**config.mk**
```make
export PLATFORM = sky130hd
export DESIGN_NAME = fetch_decode_queue
export DESIGN_NICKNAME = d
export VERILOG_FILES = /design/src/rtl/fetch_decode_queue.sv
export SDC_FILE = /design/constraint.sdc
export NUM_CORES = 1
export LEC_CHECK = 0
export CAP_MARGIN = 10
export CORE_MARGIN = 8
export CORE_UTILIZATION = 35
export DETAILED_ROUTE_END_ITERATION = 8
export GPL_TIMING_DRIVEN = 0
export PLACE_DENSITY = 0.57
export SETUP_SLACK_MARGIN = 0.1
export SYNTH_ARGS = -nofsm -noshare
export SYNTH_HDL_FRONTEND = slang
export SYNTH_SLANG_ARGS = --single-unit
```
**constraint.sdc**
```tcl
create_clock -name clk -period 6.7 [get_ports clk]
set_input_delay 1.675 -clock clk [delete_from_list [all_inputs] [get_ports clk]]
set_output_delay 1.675 -clock clk [all_outputs]
set_load 0.05 [all_outputs]
```
**src/rtl/fetch_decode_queue.sv**
```systemverilog
`default_nettype none
// ============================================================================
//  Module   : fetch_decode_queue
//  Purpose  : Fetch-to-decode instruction FIFO with j/jal decode on entry and
//             a one-cycle redirect pulse back to fetch. Optional MIPS branch
//             delay slot handling is enabled by defining DELAY_SLOT_EN.
//  Revision : 1.0 - initial release
// ============================================================================
module fetch_decode_queue #(
    parameter int         DEPTH  = 4,
    parameter int         AW     = 2,
    parameter logic [5:0] J_OP   = 6'b000010,
    parameter logic [5:0] JAL_OP = 6'b000011
) (
    input  logic          clk,
    input  logic          rst,
    input  logic          in_valid,
    input  logic [31:0]   in_pc,
    input  logic [31:0]   in_instr,
    output logic          in_ready,
    output logic          out_valid,
    output logic [31:0]   out_pc,
    output logic [31:0]   out_instr,
    input  logic          out_ready,
    input  logic          flush,
    output logic          redirect,
    output logic [31:0]   redirect_target,
    output logic [AW:0]   count
);

    typedef enum logic [1:0] {
        S_IDLE      = 2'd0,
        S_REDIR     = 2'd1,
        S_SLOT_WAIT = 2'd2
    } state_t;

    localparam logic [AW:0] c_FULL = (AW+1)'(DEPTH);

    state_t        r_state;
    logic [31:0]   r_pc_mem    [DEPTH];
    logic [31:0]   r_instr_mem [DEPTH];
    logic [AW-1:0] r_wr_ptr;
    logic [AW-1:0] r_rd_ptr;
    logic [AW:0]   r_count;
    logic          r_redirect;
    logic [31:0]   r_target;

    logic          w_push;
    logic          w_pop;
    logic          w_is_jump;
    logic [31:0]   w_pc4;
    logic [31:0]   w_target;
    logic          w_unused_pc4;

    assign in_ready  = (r_count < c_FULL) | (r_state == S_REDIR);
    assign out_valid = (r_count != '0);
    assign out_pc    = r_pc_mem[r_rd_ptr];
    assign out_instr = r_instr_mem[r_rd_ptr];
    assign count     = r_count;

    // Wrong-path words seen while redirecting are accepted but never stored.
    assign w_push    = in_valid & in_ready & (r_state != S_REDIR) & ~flush;
    assign w_pop     = out_valid & out_ready & ~flush;

    assign w_is_jump    = (in_instr[31:26] == J_OP) | (in_instr[31:26] == JAL_OP);
    assign w_pc4        = in_pc + 32'd4;
    assign w_target     = {w_pc4[31:28], in_instr[25:0], 2'b00};
    assign w_unused_pc4 = ^w_pc4[27:0];

    // A redirect registered for a flushed cycle must not reach fetch.
    assign redirect        = r_redirect & ~flush;
    assign redirect_target = r_target;

    always_ff @(posedge clk) begin
        if (w_push) begin
            r_pc_mem[r_wr_ptr]    <= in_pc;
            r_instr_mem[r_wr_ptr] <= in_instr;
        end
    end

    always_ff @(posedge clk or negedge rst) begin
        if (!rst) begin
            r_wr_ptr <= '0;
            r_rd_ptr <= '0;
            r_count  <= '0;
        end else if (flush) begin
            r_wr_ptr <= '0;
            r_rd_ptr <= '0;
            r_count  <= '0;
        end else begin
            if (w_push) begin
                r_wr_ptr <= r_wr_ptr + 1'b1;
            end
            if (w_pop) begin
                r_rd_ptr <= r_rd_ptr + 1'b1;
            end
            case ({w_push, w_pop})
                2'b10:   r_count <= r_count + 1'b1;
                2'b01:   r_count <= r_count - 1'b1;
                default: r_count <= r_count;
            endcase
        end
    end

    always_ff @(posedge clk or negedge rst) begin
        if (!rst) begin
            r_state    <= S_IDLE;
            r_redirect <= 1'b0;
            r_target   <= '0;
        end else if (flush) begin
            r_state    <= S_IDLE;
            r_redirect <= 1'b0;
        end else begin
            case (r_state)
                S_IDLE: begin
                    r_redirect <= 1'b0;
                    if (w_push && w_is_jump) begin
                        r_target <= w_target;
`ifdef DELAY_SLOT_EN
                        r_state  <= S_SLOT_WAIT;
`else
                        r_state    <= S_REDIR;
                        r_redirect <= 1'b1;
`endif
                    end
                end
                S_REDIR: begin
                    r_state    <= S_IDLE;
                    r_redirect <= 1'b0;
                end
`ifdef DELAY_SLOT_EN
                // The slot word is stored as plain data, even if it is a jump.
                S_SLOT_WAIT: begin
                    r_redirect <= 1'b0;
                    if (w_push) begin
                        r_state    <= S_REDIR;
                        r_redirect <= 1'b1;
                    end
                end
`endif
                default: begin
                    r_state    <= S_IDLE;
                    r_redirect <= 1'b0;
                end
            endcase
        end
    end

endmodule
`default_nettype wire

```
* Word-level counts from Yosys, hierarchy flattened *
Memories as Yosys holds them, arrays and structs flattened.
Cells that the tools add are included.

word-level totals
  flip-flop bits (word level) = 40
  bits in writable memories = 256
  input bits = 69
  logic and storage cells = 51
  memories kept = 2

cells by class
  $add $sub $neg = 5
  order comparisons = 1
  equality and inequality tests = 7
  multiplexer cells = 14
  bitwise logic cells = 9
  reduce and logical (&&, ||, !) cells = 7

memory list
  name         words  width  rd ports  clocked after memory_dff  wr ports  RTL line  text
  r_instr_mem  4      32     1         0                         1         41        logic [31:0] r_instr_mem [DEPTH];
  r_pc_mem     4      32     1         0                         1         40        logic [31:0] r_pc_mem [DEPTH];

operators with widths
  kind                   count
  $add 32x3->32 const B  1
  $mux 2                 7
  $eq 6x2->1 const B     2
  $and 1x1->1            6
  $pmux 3 s2             1
  $reduce_bool 3->1      2
  $mux 1                 5
  $add 2x1->2 const B    2
  $eq 2x1->1 const B     2
  $reduce_bool 2->1      2
  $add 3x1->3 const B    1
  $lt 3x3->1 const B     1
  $mux 3                 1
  $ne 3x3->1 const B     1
  $reduce_and 3->1       1
  $sub 3x1->3 const B    1
  $eq 2x2->1 const B     1
  $logic_not 2->1        1
  $ne 2x1->1 const B     1
  $or 1x1->1             2
  $logic_and 1x1->1      1
  $not 1->1              1

* Logic depth before layout (Yosys ltp) *
  word-level depth = 9
  mapped depth = 7
  mapped depth without buffers = 5

* Least setup slack after synthesis *
No wires, ideal clock.

  path type = input-to-output
  start point = input port flush
  end point = output port redirect
  arrival = 2.529 ns
  required time = 5.025 ns
  path slack = 2.496 ns
  stages on the path = 2
  cell sequence = buf_4 > nor2b_1

between the ends
  cells in the longest elaborated chain, start to end = 2

ends and longest elaborated chain
  element                     RTL line  text
  from (decl)                 25        input logic flush,
  $not 1->1 (no source line)  -
  $and 1x1->1                 71        assign redirect = r_redirect & ~flush;
  to (decl)                   26        output logic redirect,

No other way between the ends.

* Worst setup path in the final report *
  start point = register r_rd_ptr[1]
  end point = output port out_instr[23]

between the ends
  cells in the longest elaborated chain, start to end = 1

ends and longest elaborated chain
  element                 RTL line  text
  from (decl)             43        logic [AW-1:0] r_rd_ptr;
  from (signal assigned)  95        r_rd_ptr <= r_rd_ptr + 1'b1;
  $mem_v2 4x32            -
  to (decl)               23        output logic [31:0] out_instr,

No other way between the ends.

==> results.md <==
* Run status: finished clean
* Crit Path Max Fanout at 10
* Yosys top cell area share at 69.9%
* Clk buf depth at 3
* Total core area at 31200 sq um
* Mapped Cells at 530
* Final-report max-slew violation count at 0
* Post-synth EDFFs at 256
* CTS resizes at 0
* Vias at 5662
* Buf/Inv on CP at 3
* Worst-skew pair later-pin latency at 0.55 ns
* Fin crit period at 4.76 ns
* Crit. End Element: primary output
* Min-delay src: redirect_target[22]
* Critical path's slowest cell: clkdlybuf4s50_1
* Kind of start point of the critical path: flop
* Post-Syn Area per Cell at approximately 21 sq um
* Clock Power Share at between 20% and 30%
* Leakage at between 0.004 and 0.005 uW
* Synth cell count leaders: 256 x edfxtp_1, 87 x nand2_1, 64 x mux4_2
* Tcrit/Tclk final at 71.1%
* Pint at 3960 uW
* Most common cell in the netlist: edfxtp_1
* Antenna violations before repair at 0
* Seq cells post-synth at approximately 300
* Worst r2r src: count[2]
* Max Fclk at roughly 210 MHz
* Max Cap Viol at 0
* Clk_skew at 0.0117 ns
* Dpl cells at 1105
* CTS tree: built
* Share of flip-flops with an asynchronous set or reset at 13.2%
* Fin. Hold Viols at 0
* Drt initial violations at ~340
* Die Ht at between 150 and 200 um
* Antenna-violating nets left at 0
* Post-Syn Area at 11000 sq um
* Actual slew at the worst max-slew pin at about 0.84 ns
* Cell breakdown of the critical path: buf_2 -> buf_1 -> mux4_2 -> clkdlybuf4s50_1
* GR Overflow Total at 0
* HP Class: reg -> reg
* TritonCTS buffer count at 31
* Chip Width at around 190 um
* WL final at 25500 um
* RSZ-0062 raised after global routing: no
* Full die area at roughly 37000 sq um
* Tot Pwr at 6020 uW
* CTS clk-pin slew, worst paths at 0.06 ns
* RePlAce Congestion at 0.750
* Area growth from synthesis to layout at 30.8%
* CTS H-tree lvls at 1
* First-pass GRT wire length at between 30000 and 40000 um
* Sw Share at 34.1%
* Vias in the first global route at ~6.4k
* All-Layer GR Usage at 13.6%
* Slowest cell delay on critical path at 0.86 ns
* Buffers on Ports at 167
* Hold Buf Count CTS at 0
* Top cells by area, synth: edfxtp_1 70%, mux4_2 13%, dfrtp_1 8.9%, nand2_1 3.0%, ha_1 0.46%
* # rows at 65
* DRC at 0
* Ys Warns at 0
* Setup repair bufs after CTS at 0
* Combinational share of power at approximately a third
* Drt wl/cell at approximately 22 um
* Boundary Pins at approximately 170
* Sequential-to-total area share from yosys stat at 78.8%
* CP delay by family, top: buffers and inverters
* Drt first pass iters at 4
* Worst VDD drop at 0.192 mV
* Finished Layout Cells at 1164
* WP data required at approximately 5.0 ns
* Sw power at 2060 uW
* Via density at 4.86
* Final nets at 810
* Ys flop type: edfxtp_1
* Initial core utilization at 35.2%
* Setup TNS at 0 ns
* Pwr/cell area at 418 nW/um^2
* CP arrival at 3.09 ns
* Area leader, netlist: edfxtp_1
* Setup crit start: r_rd_ptr[1]
* Pin count of the biggest net entering global routing at 40
* Sequential power share at 36.8%
* Root buf cell: clkbuf_16
* Crit Path Category: reg -> out
* Max transition margin at 44.2%
* Synth cell types at 35
* TritonCTS sink count at 295
* Share of layout cells above drive strength 1 at between 10% and 20%
* Final setup fails at 0
* DPL Wire Length at around 17000 um
[final timing paths]
| kind | end | slack [ns] | cells after the start |
|---|---|---|---|
| worst max register to register | r_instr_mem[1][31] | 4.36 | 4 |
| worst min register to register | redirect_target[22] | 0.48 | 2 |
| max in group asynchronous | redirect_target[28] | 5.30 | 2 |
| worst max-delay path | out_instr[23] | 1.94 | 4 |
| worst min-delay path | redirect_target[22] | 0.48 | 2 |
| min in group asynchronous | redirect_target[16] | 0.95 | 1 |
[worst min-delay path, stage by stage, from the launching register on]
cell and delay, ns:
dfrtp_1 0.34, nand2_1 0.05, nand2_1 0.06
[cell families after synthesis]
logic type	Yosys count	synth area share, %
simple gates	120	5.02
fa+ha+maj	5	0.637
buf+inv	27	1.19
mux	65	13.2
xor+xnor	8	0.637
compound gates	9	0.523
other cells	1	0.0341
flops	295	78.8
[metal layers]
metal  track usage (%)  share of wire, %  up-vias
met3              4.65               8.5       42
met5                 0                 0        -
met2              22.8                48      215
li1                  -                 -     2513
met1              16.8                41     2892
met4              3.34               2.1        0
[cells in the final DEF (no fill, tap or decap), drive strengths merged, types with 2 or more instances in the layout]
master,count
edfxtp,256
clkdlybuf4s50,166
nand2,87
mux4,64
clkbuf,46
dfrtp,39
buf,23
nor2,9
clkinv,9
inv,8
nand4,7
xor2,5
and2,4
ha,4
o21ai,4
nor4,3
xnor2,3
bufinv,3
nor3b,3
a21oi,2
conb,2
clkinvlp,2
nand3,2
[power groups by stage]
| stage | Combinational (uW) | Sequential [uW] | Clock, uW |
|---|---|---|---|
| after global routing | 2160 | 2230 | 1880 |
| after floorplan | 1230 | 2390 | 0 |
| after CTS | 2080 | 2220 | 1820 |
| after global placement | 2050 | 2250 | 0 |
| final | 2030 | 2210 | 1770 |
| after detailed placement | 2070 | 2250 | 0 |
[area by class of cell]
| cell class | count | area (sq um) |
|---|---|---|
| tap | 402 | 503 |
| fill | 2679 | 16800 |
| clock inverter | 18 | 196 |
| timing repair buffer | 172 | 1780 |
| inverter | 4 | 15.0 |
| antenna | 1 | 2.50 |
| sequential | 295 | 8660 |
| clock buffer | 40 | 892 |
| buffer | 23 | 116 |
| multi-input combinational | 209 | 2220 |
[registers in the layout, indices dropped and copies added, names as in the netlist]
register,cells
r_instr_mem,128
r_pc_mem,128
redirect_target,30
count,3
r_rd_ptr,2
r_wr_ptr,2
r_redirect,1
r_state,1
[metrics by stage]
step | utilization, % | cell area (sq um) | worst slack, ns | hold slack, ns
after floorplan | - | 11000 | 2.50 | 0.562
after global placement | 42.2 | 13200 | 0.694 | 0.463
after detailed placement | 42.6 | 13300 | 2.27 | 0.461
after CTS | 46.1 | 14400 | 1.72 | 0.481
after global routing | 46.1 | 14400 | 1.69 | 0.514
final | 46.1 | 14400 | 1.94 | 0.483
(Power assumes the default switching activity.)
